[src/rtl/frame_beat_source.sv]
// frame_beat_source: AXI-Stream video slave to stall-qualified beat stream.
// A 2-entry skid FIFO decouples the slave from downstream hold, the FSM
// locks to start-of-frame, checks row/frame framing on every issued beat
// and appends zero flush rows so the one-row-late convolution can drain.
//
// Handshakes: an input beat transfers on a rising clk edge where
// s_tvalid & s_tready are both high; s_tready is derived from registered
// state only. A downstream beat transfers on every rising edge where
// stall is low; out_frame is then a function of registers only and is
// stable for the whole cycle.
module frame_beat_source #(
    parameter int PIXELS_PER_BEAT = 16,
    parameter int IMAGE_DIM       = 512,
    parameter int DATA_WIDTH      = 8 * PIXELS_PER_BEAT,
    parameter int FLUSH_ROWS      = 1
) (
    input  logic                  clk,
    input  logic                  areset,
    input  logic [DATA_WIDTH-1:0] s_tdata,
    input  logic                  s_tvalid,
    output logic                  s_tready,
    input  logic                  s_tuser,
    input  logic                  s_tlast,
    input  logic                  hold,
    output logic                  stall,
    output logic [DATA_WIDTH-1:0] out_frame,
    output logic                  flush_active,
    output logic                  eol_err,
    output logic                  sof_err,
    input  logic                  clear_err,
    output logic                  frame_done
);

    localparam int COLS        = IMAGE_DIM / PIXELS_PER_BEAT;
    localparam int FRAME_BEATS = IMAGE_DIM * COLS;
    localparam int FLUSH_BEATS = FLUSH_ROWS * COLS;
    localparam int COL_W       = (COLS > 1) ? $clog2(COLS) : 1;
    localparam int ROW_W       = (IMAGE_DIM > 1) ? $clog2(IMAGE_DIM) : 1;
    // Accept counter must be able to hold the terminal value FRAME_BEATS.
    localparam int ACC_W       = $clog2(FRAME_BEATS) + 1;
    localparam int FL_W        = (FLUSH_BEATS > 1) ? $clog2(FLUSH_BEATS) : 1;

    localparam logic [COL_W-1:0] COL_LAST = COL_W'(COLS - 1);
    localparam logic [ROW_W-1:0] ROW_LAST = ROW_W'(IMAGE_DIM - 1);
    localparam logic [ACC_W-1:0] ACC_FULL = ACC_W'(FRAME_BEATS);
    localparam logic [FL_W-1:0]  FL_LAST  = FL_W'(FLUSH_BEATS - 1);

    typedef enum logic [1:0] {
        ST_IDLE   = 2'd0,
        ST_STREAM = 2'd1,
        ST_FLUSH  = 2'd2
    } state_t;

    state_t                state_q, state_d;
    logic [DATA_WIDTH-1:0] fifo_data_q [2];
    logic [DATA_WIDTH-1:0] fifo_data_d [2];
    logic                  fifo_user_q [2];
    logic                  fifo_user_d [2];
    logic                  fifo_last_q [2];
    logic                  fifo_last_d [2];
    logic                  wr_ptr_q, wr_ptr_d;
    logic                  rd_ptr_q, rd_ptr_d;
    logic [1:0]            count_q, count_d;
    logic [ACC_W-1:0]      acc_cnt_q, acc_cnt_d;
    logic [COL_W-1:0]      col_q, col_d;
    logic [ROW_W-1:0]      row_q, row_d;
    logic [FL_W-1:0]       fl_cnt_q, fl_cnt_d;
    logic                  eol_err_q, eol_err_d;
    logic                  sof_err_q, sof_err_d;
    logic                  frame_done_q, frame_done_d;

    logic [DATA_WIDTH-1:0] head_data;
    logic                  head_user;
    logic                  head_last;
    logic                  in_fire;
    logic                  push;
    logic                  pop;
    logic                  eol_set;
    logic                  sof_set;

    assign head_data = fifo_data_q[rd_ptr_q];
    assign head_user = fifo_user_q[rd_ptr_q];
    assign head_last = fifo_last_q[rd_ptr_q];

    // Ready comes from registers only; held low while reset is asserted.
    assign s_tready = ~areset &
                      ((state_q == ST_IDLE) |
                       ((state_q == ST_STREAM) & (count_q != 2'd2) & (acc_cnt_q < ACC_FULL)));

    assign stall        = hold | (state_q == ST_IDLE) | ((state_q == ST_STREAM) & (count_q == 2'd0));
    assign out_frame    = ((state_q == ST_STREAM) && (count_q != 2'd0)) ? head_data : '0;
    assign flush_active = (state_q == ST_FLUSH);
    assign eol_err      = eol_err_q;
    assign sof_err      = sof_err_q;
    assign frame_done   = frame_done_q;
    assign in_fire      = s_tvalid & s_tready;

    // Next-state: FSM, skid FIFO, issue counters and sticky framing checks.
    always_comb begin
        state_d      = state_q;
        fifo_data_d  = fifo_data_q;
        fifo_user_d  = fifo_user_q;
        fifo_last_d  = fifo_last_q;
        wr_ptr_d     = wr_ptr_q;
        rd_ptr_d     = rd_ptr_q;
        count_d      = count_q;
        acc_cnt_d    = acc_cnt_q;
        col_d        = col_q;
        row_d        = row_q;
        fl_cnt_d     = fl_cnt_q;
        frame_done_d = 1'b0;
        push         = 1'b0;
        pop          = 1'b0;
        eol_set      = 1'b0;
        sof_set      = 1'b0;

        case (state_q)
            ST_IDLE: begin
                // Everything before a start-of-frame beat is dropped.
                if (in_fire && s_tuser) begin
                    push      = 1'b1;
                    acc_cnt_d = ACC_W'(1);
                    col_d     = '0;
                    row_d     = '0;
                    state_d   = ST_STREAM;
                end
            end
            ST_STREAM: begin
                if (in_fire) begin
                    push      = 1'b1;
                    acc_cnt_d = acc_cnt_q + ACC_W'(1);
                end
                if (!stall) begin
                    pop     = 1'b1;
                    eol_set = (head_last != (col_q == COL_LAST));
                    sof_set = (head_user != ((col_q == '0) && (row_q == '0)));
                    if (col_q == COL_LAST) begin
                        col_d = '0;
                        if (row_q == ROW_LAST) begin
                            row_d = '0;
                            if (FLUSH_BEATS == 0) begin
                                state_d      = ST_IDLE;
                                frame_done_d = 1'b1;
                            end else begin
                                state_d = ST_FLUSH;
                            end
                        end else begin
                            row_d = row_q + ROW_W'(1);
                        end
                    end else begin
                        col_d = col_q + COL_W'(1);
                    end
                end
            end
            ST_FLUSH: begin
                if (!hold) begin
                    if (fl_cnt_q == FL_LAST) begin
                        fl_cnt_d     = '0;
                        state_d      = ST_IDLE;
                        frame_done_d = 1'b1;
                    end else begin
                        fl_cnt_d = fl_cnt_q + FL_W'(1);
                    end
                end
            end
            default: begin
                state_d = ST_IDLE;
            end
        endcase

        if (push) begin
            fifo_data_d[wr_ptr_q] = s_tdata;
            fifo_user_d[wr_ptr_q] = s_tuser;
            fifo_last_d[wr_ptr_q] = s_tlast;
            wr_ptr_d              = ~wr_ptr_q;
        end
        if (pop) begin
            rd_ptr_d = ~rd_ptr_q;
        end
        case ({push, pop})
            2'b10:   count_d = count_q + 2'd1;
            2'b01:   count_d = count_q - 2'd1;
            default: count_d = count_q;
        endcase

        // A new error in the same cycle wins over clear_err.
        eol_err_d = eol_set | (eol_err_q & ~clear_err);
        sof_err_d = sof_set | (sof_err_q & ~clear_err);
    end

    // State registers; reset discards FIFO contents and all counters.
    always_ff @(posedge clk or posedge areset) begin
        if (areset) begin
            state_q      <= ST_IDLE;
            for (int i = 0; i < 2; i++) begin
                fifo_data_q[i] <= '0;
                fifo_user_q[i] <= 1'b0;
                fifo_last_q[i] <= 1'b0;
            end
            wr_ptr_q     <= 1'b0;
            rd_ptr_q     <= 1'b0;
            count_q      <= 2'd0;
            acc_cnt_q    <= '0;
            col_q        <= '0;
            row_q        <= '0;
            fl_cnt_q     <= '0;
            eol_err_q    <= 1'b0;
            sof_err_q    <= 1'b0;
            frame_done_q <= 1'b0;
        end else begin
            state_q      <= state_d;
            fifo_data_q  <= fifo_data_d;
            fifo_user_q  <= fifo_user_d;
            fifo_last_q  <= fifo_last_d;
            wr_ptr_q     <= wr_ptr_d;
            rd_ptr_q     <= rd_ptr_d;
            count_q      <= count_d;
            acc_cnt_q    <= acc_cnt_d;
            col_q        <= col_d;
            row_q        <= row_d;
            fl_cnt_q     <= fl_cnt_d;
            eol_err_q    <= eol_err_d;
            sof_err_q    <= sof_err_d;
            frame_done_q <= frame_done_d;
        end
    end

endmodule
[config.mk]
export PLATFORM = sky130hd
export DESIGN_NAME = frame_beat_source
export DESIGN_NICKNAME = d
export VERILOG_FILES = /design/src/rtl/frame_beat_source.sv
export SDC_FILE = /design/constraint.sdc
export NUM_CORES = 1
export LEC_CHECK = 0
export ABC_AREA = 1
export BUFFER_PORTS_ARGS = -buffer_cell sky130_fd_sc_hd__buf_4
export CAP_MARGIN = 20
export CORE_ASPECT_RATIO = 1.25
export CORE_MARGIN = 2
export CORE_UTILIZATION = 58
export CTS_BUF_LIST = sky130_fd_sc_hd__clkbuf_2
export DETAILED_ROUTE_END_ITERATION = 8
export MAX_ROUTING_LAYER = met4
export PLACE_DENSITY_LB_ADDON = 0.08
export SKIP_CTS_REPAIR_TIMING = 1
export SLEW_MARGIN = 20
export SYNTH_ARGS = -nofsm -noshare
export SYNTH_HDL_FRONTEND = slang
export SYNTH_SLANG_ARGS = --single-unit
[constraint.sdc]
create_clock -name clk -period 13.35 [get_ports clk]
set_clock_uncertainty 0.05 [all_clocks]
set_input_delay 3.3375 -clock clk [delete_from_list [all_inputs] [get_ports clk]]
set_output_delay 3.3375 -clock clk [all_outputs]
set_load 0.01 [all_outputs]
## Word level (Yosys, flattened, before mapping)

Cells that the tools add are included.

- Output and inout bits: 134
- Bits in registers: 303
- Logic and storage cells: 129
- Input port bits: 135

- Order comparisons: 4
- Reduce and logical (&&, ||, !) cells: 16
- Eq/ne operators: 17
- Mux-type cells: 50
- Bitwise gates (word level): 19
- Add/sub/neg operators: 6

Operators by type and width:

| operator | count |
|---|---|
| two-way mux 128 bit | 5 |
| bitwise mux 256 bit | 1 |
| demux 128 bit (select 1 bit) | 1 |
| two-way mux 9 bit | 4 |
| two-way mux 15 bit | 2 |
| one-hot mux 15 bit (2 select lines) | 1 |
| two-way mux 5 bit | 4 |
| two-way mux 1 bit | 18 |
| one-hot mux 9 bit (2 select lines) | 1 |
| adder 15 x 1 -> 15 bit (second input constant) | 1 |
| less-than comparator 15 bit (second input constant) | 1 |
| two-way mux 2 bit | 6 |
| adder 5 x 1 -> 5 bit (second input constant) | 2 |
| == test 5 bit (second input constant) | 2 |
| one-hot mux 5 bit (2 select lines) | 1 |
| adder 9 x 1 -> 9 bit (second input constant) | 1 |
| == test 9 bit (second input constant) | 1 |
| zero test 9 bit | 1 |
| != test 2 x 1 -> 1 bit (second input constant) | 4 |
| != test 2 bit (second input constant) | 4 |
| AND 1 bit | 7 |
| one-hot mux 2 bit (3 select lines) | 1 |
| AND reduction 3 bit | 2 |
| AND reduction 6 bit | 1 |
| 20 further kinds | 40 |

## Depth between registers and ports, before layout

- Word-level depth: 11
- Gate-level depth with buffers: 12
- Mapped depth without buffers: 11

## Worst setup path after synthesis

OpenSTA, ideal clock, no wires.

- Path kind: input port to flip-flop
- Start point: input port areset
- End point: register count_q[1]
- Stages: 9
- Path buffers: 1
- Library setup time: 124 ps
- Slack: 1765 ps
- Required time: 13176 ps
- Arrival: 11411 ps
- Cells stage by stage: inv_1 > nand3_2 > nor2_4 > inv_1 > buf_2 > ha_1 > a21oi_1 > o21ai_0 > xnor2_1

- Word-level cells in the longest chain between the ends: 8
- Elaborated cells between the ends (all ways): 11
- Classes of those cells: eq/ne: 2; mux: 4; bitwise: 3; reduce/logical: 2

RTL lines:

| what | RTL line | text |
|---|---|---|
| start: declaration | 18 | `input logic areset,` |
| inverter 1 bit * | 86 | `assign s_tready = ~areset &` |
| AND 1 bit * | 86 |  |
| AND 1 bit * | 96 | `assign in_fire = s_tvalid & s_tready;` |
| logical AND 1 bit | 120 | `if (in_fire && s_tuser) begin` |
| two-way mux 1 bit | 120 |  |
| one-hot mux 1 bit (2 select lines) * | 117 | `case (state_q)` |
| == test 2 x 1 -> 1 bit / == test 2 bit (equally long branches) | 180 | `case ({push, pop})` |
| one-hot mux 2 bit (2 select lines) / nonzero test 2 bit (equally long branches) | - |  |
| end signal: assignment | 217 | `count_q <= count_d;` |
| end: declaration | 63 | `logic [1:0] count_q, count_d;` |

Every way passes the cells marked *; elsewhere a longest branch is shown, timed or not.
A chain may end at the register's enable or synchronous reset.

## Worst setup path after layout

- Start point: input port hold
- End point: output port stall

- Word-level cells in the longest chain between the ends: 2

RTL lines:

| what | RTL line | text |
|---|---|---|
| start: declaration | 24 | `input logic hold,` |
| OR 1 bit (2 in a row) | 90 | `assign stall = hold \| (state_q == ST_IDLE) \| ((state_q == ST_STREAM) & (count_q == 2'd0));` |
| end: declaration | 25 | `output logic stall,` |

No other way between the ends.

==> metrics.csv <==
metric,value,unit
instances_no_fill,2375,
wl_per_cell,14.50,um
cts_buffers,76,
grt_antenna_before_repair,1,
via_per_inst,5.129,
period_share,53.60,%
grt_pass1_vias,12110,
finalCriticalPeriod,7.155,ns
synth_nets,1888,
cts.clk_slew.worst_paths,0.09,ns
ant_nets,0,
setup-violations-final,0,
grt_max_degree,189,
num_vias,12180,
nets,2139,
critPathTopFamily,buffers and inverters,
cp.arrival,3.77,ns
root_buffer,clkbuf_2,
drc,0,
status,"complete, no violations",
crit_type,in -> out,
fin_util,68.39,%
drv_slew,0,
yosysWarningCount,0,
die_h,181.5,um
netlist_instances,1743,
nFillCells,2240,
clk_latency,0.84,ns
crit_path_end_kind,primary output,
cts_sinks,303,
ys_types,28,
rows,65,
clock.fmax,139.8,MHz
drive_gt1_share,26.09,%
slowest_stage,buf_4,
powerDensity,204.0,nW/um^2
path_buf_inv,3,
first_pass_iters,5,
place_congestion,0.8155,
tns,0,ns
required,9.96,ns
overflow,0,
tightest_slew,1.045,ns
synth_area,14630,sq um
place_ws,6.194,ns
yosys_register_bits,303,
max-cap-violations,0,
worst-path-max-fanout,4,
die_w,146.0,um
ios,269,
avgSynthCellArea,8.392,sq um
final_common_cell,nand2_1,
slew_headroom,30.33,%
worst_slack,6.195,ns
core_area,25050,sq um
cts_buffer_depth,3,
vdd_drop_max,107.8,uV
hold_violations,0,
layout_common_cells,"nand2_1 (624), dfrtp_1 (302), buf_4 (273)",
track_usage,27.06,%
wirelength,34.43,mm
area_growth,17.12,%
dp_hpwl,20.89,mm
cts.htree.levels,3,
drtIter0Drc,695,
rsz0062_at_grt,no,
dp.cells,2249,
cpMostUsedCell,buf_4,
worstSetupStartpointType,primary input,
dieArea,26510,sq um
max_stage_delay,0.16,ns
holdCritPathClass,reg -> reg,
leakagePower,0.008863,uW
grt_pass1_wl,57.70,mm
seq_area_frac_synth,51.84,%
io_buffers,268,
initial_core_util,58.39,%
crit_chain,buf_4 > inv_1 > nand3_1 > buf_4,
cts_tree,built,
## routing by layer
layer  GRT usage (%)  routed length (um)  vias up
li1                -                   -     6065
met5               -                   0        -
met2           43.28               16690      339
met1           32.95               14180     5706
met4           10.25                1039        0
met3           7.563                2519       72
## synthesized netlist by cell type
cell        n  area, sq um
o21bai_1    2        15.01
nor3b_1     2        15.01
dfrtp_1   303         7582
a21oi_1   135        675.7
nand4_1    11        68.82
a31oi_1     1        6.260
nor3_1      5        25.02
nand2_4     2        22.52
nand3_1    26        130.1
ha_1       10        125.1
nor2_4      1        11.26
o21ai_1   130        650.6
buf_6      43        484.2
o21ai_0    27        135.1
buf_2      17        85.08
nor2_1     37        138.9
xnor2_1     2        17.52
nand3_2     1        10.01
nand2_1   624         2342
or2_2       3        18.77
inv_1     172        645.6
xor2_1     10        87.58
a22o_1      1        8.760
nor2_2      1        6.260
inv_2       2        7.510
nand3b_1    1        7.510
o21ai_2   130         1139
clkbuf_1   44        165.2
## registers in the layout, summed over array words and instances, names as in the netlist
register / cells
rd_ptr_q: 1
col_q: 5
state_q: 2
frame_done: 1
fifo_user_q: 2
eol_err: 1
acc_cnt_q: 15
fifo_last_q: 2
fl_cnt_q: 5
sof_err: 1
wr_ptr_q: 1
count_q: 2
row_q: 9
fifo_data_q: 256
## per-stage QoR
stage                     cell area, sq um  power, uW  hold slack, ns
after detailed placement             16430       2921          0.4108
final                                17130       3495          0.4364
after CTS                            17070       3531          0.4382
after global placement               16430       2868          0.4117
after global routing                 17130       3798          0.4574
after floorplan                      14630       2482          0.3966
## layout make-up
cell class                      instances  area [sq um]  share of cell area, %
Antenna cell                            1         2.502                0.01461
Clock buffer                          103         515.5                  3.009
Clock inverter                         20         126.4                 0.7377
Inverter                              174         670.6                  3.915
Multi-Input combinational cell       1162          5674                  33.12
Sequential cell                       303          7586                  44.28
Tap cell                              335         419.2                  2.447
Timing Repair Buffer                  277          2136                  12.47
## tightest hold or removal path: stages, from the launching register on
cell and delay (ns):
dfrtp_1 0.35, nand2_1 0.06, o21ai_2 0.05
## cell families (layout without fill, tap and decap cells)
| logic type | Yosys count | count (layout) | share of synthesized area, % |
|---|---|---|---|
| AND/OR/NAND/NOR | 714 | 714 | 19.12 |
| AO/OA/AOI/OAI | 426 | 426 | 17.98 |
| flip-flops | 303 | 303 | 51.84 |
| buffers and inverters | 278 | 574 | 9.487 |
| XOR/XNOR | 12 | 12 | 0.7186 |
| adder cells (fa/ha/maj) | 10 | 10 | 0.8554 |
| other | 0 | 1 | 0 |
## report_power, final
part / total [uW] / leakage (uW) / internal (uW) / switching [uW]
Sequential: 1540 / 0.00383 / 1300 / 241
Combinational: 1360 / 0.00454 / 536 / 821
Clock: 597 / 0.000486 / 229 / 368
## path summary, 6_finish.rpt
check,start,end,slack (ns),cells past startpoint
max,hold,stall,6.19,4
min reg2reg,fifo_data_q[151],fifo_data_q[151],0.44,2
max reg2reg,state_q[1],fifo_data_q[241],10.32,10
min,fifo_data_q[151],fifo_data_q[151],0.44,2
max in group asynchronous,areset,fifo_data_q[241],9.09,4
min in group asynchronous,areset,fifo_data_q[209],2.60,2
Power figures use the tool's default switching activity.
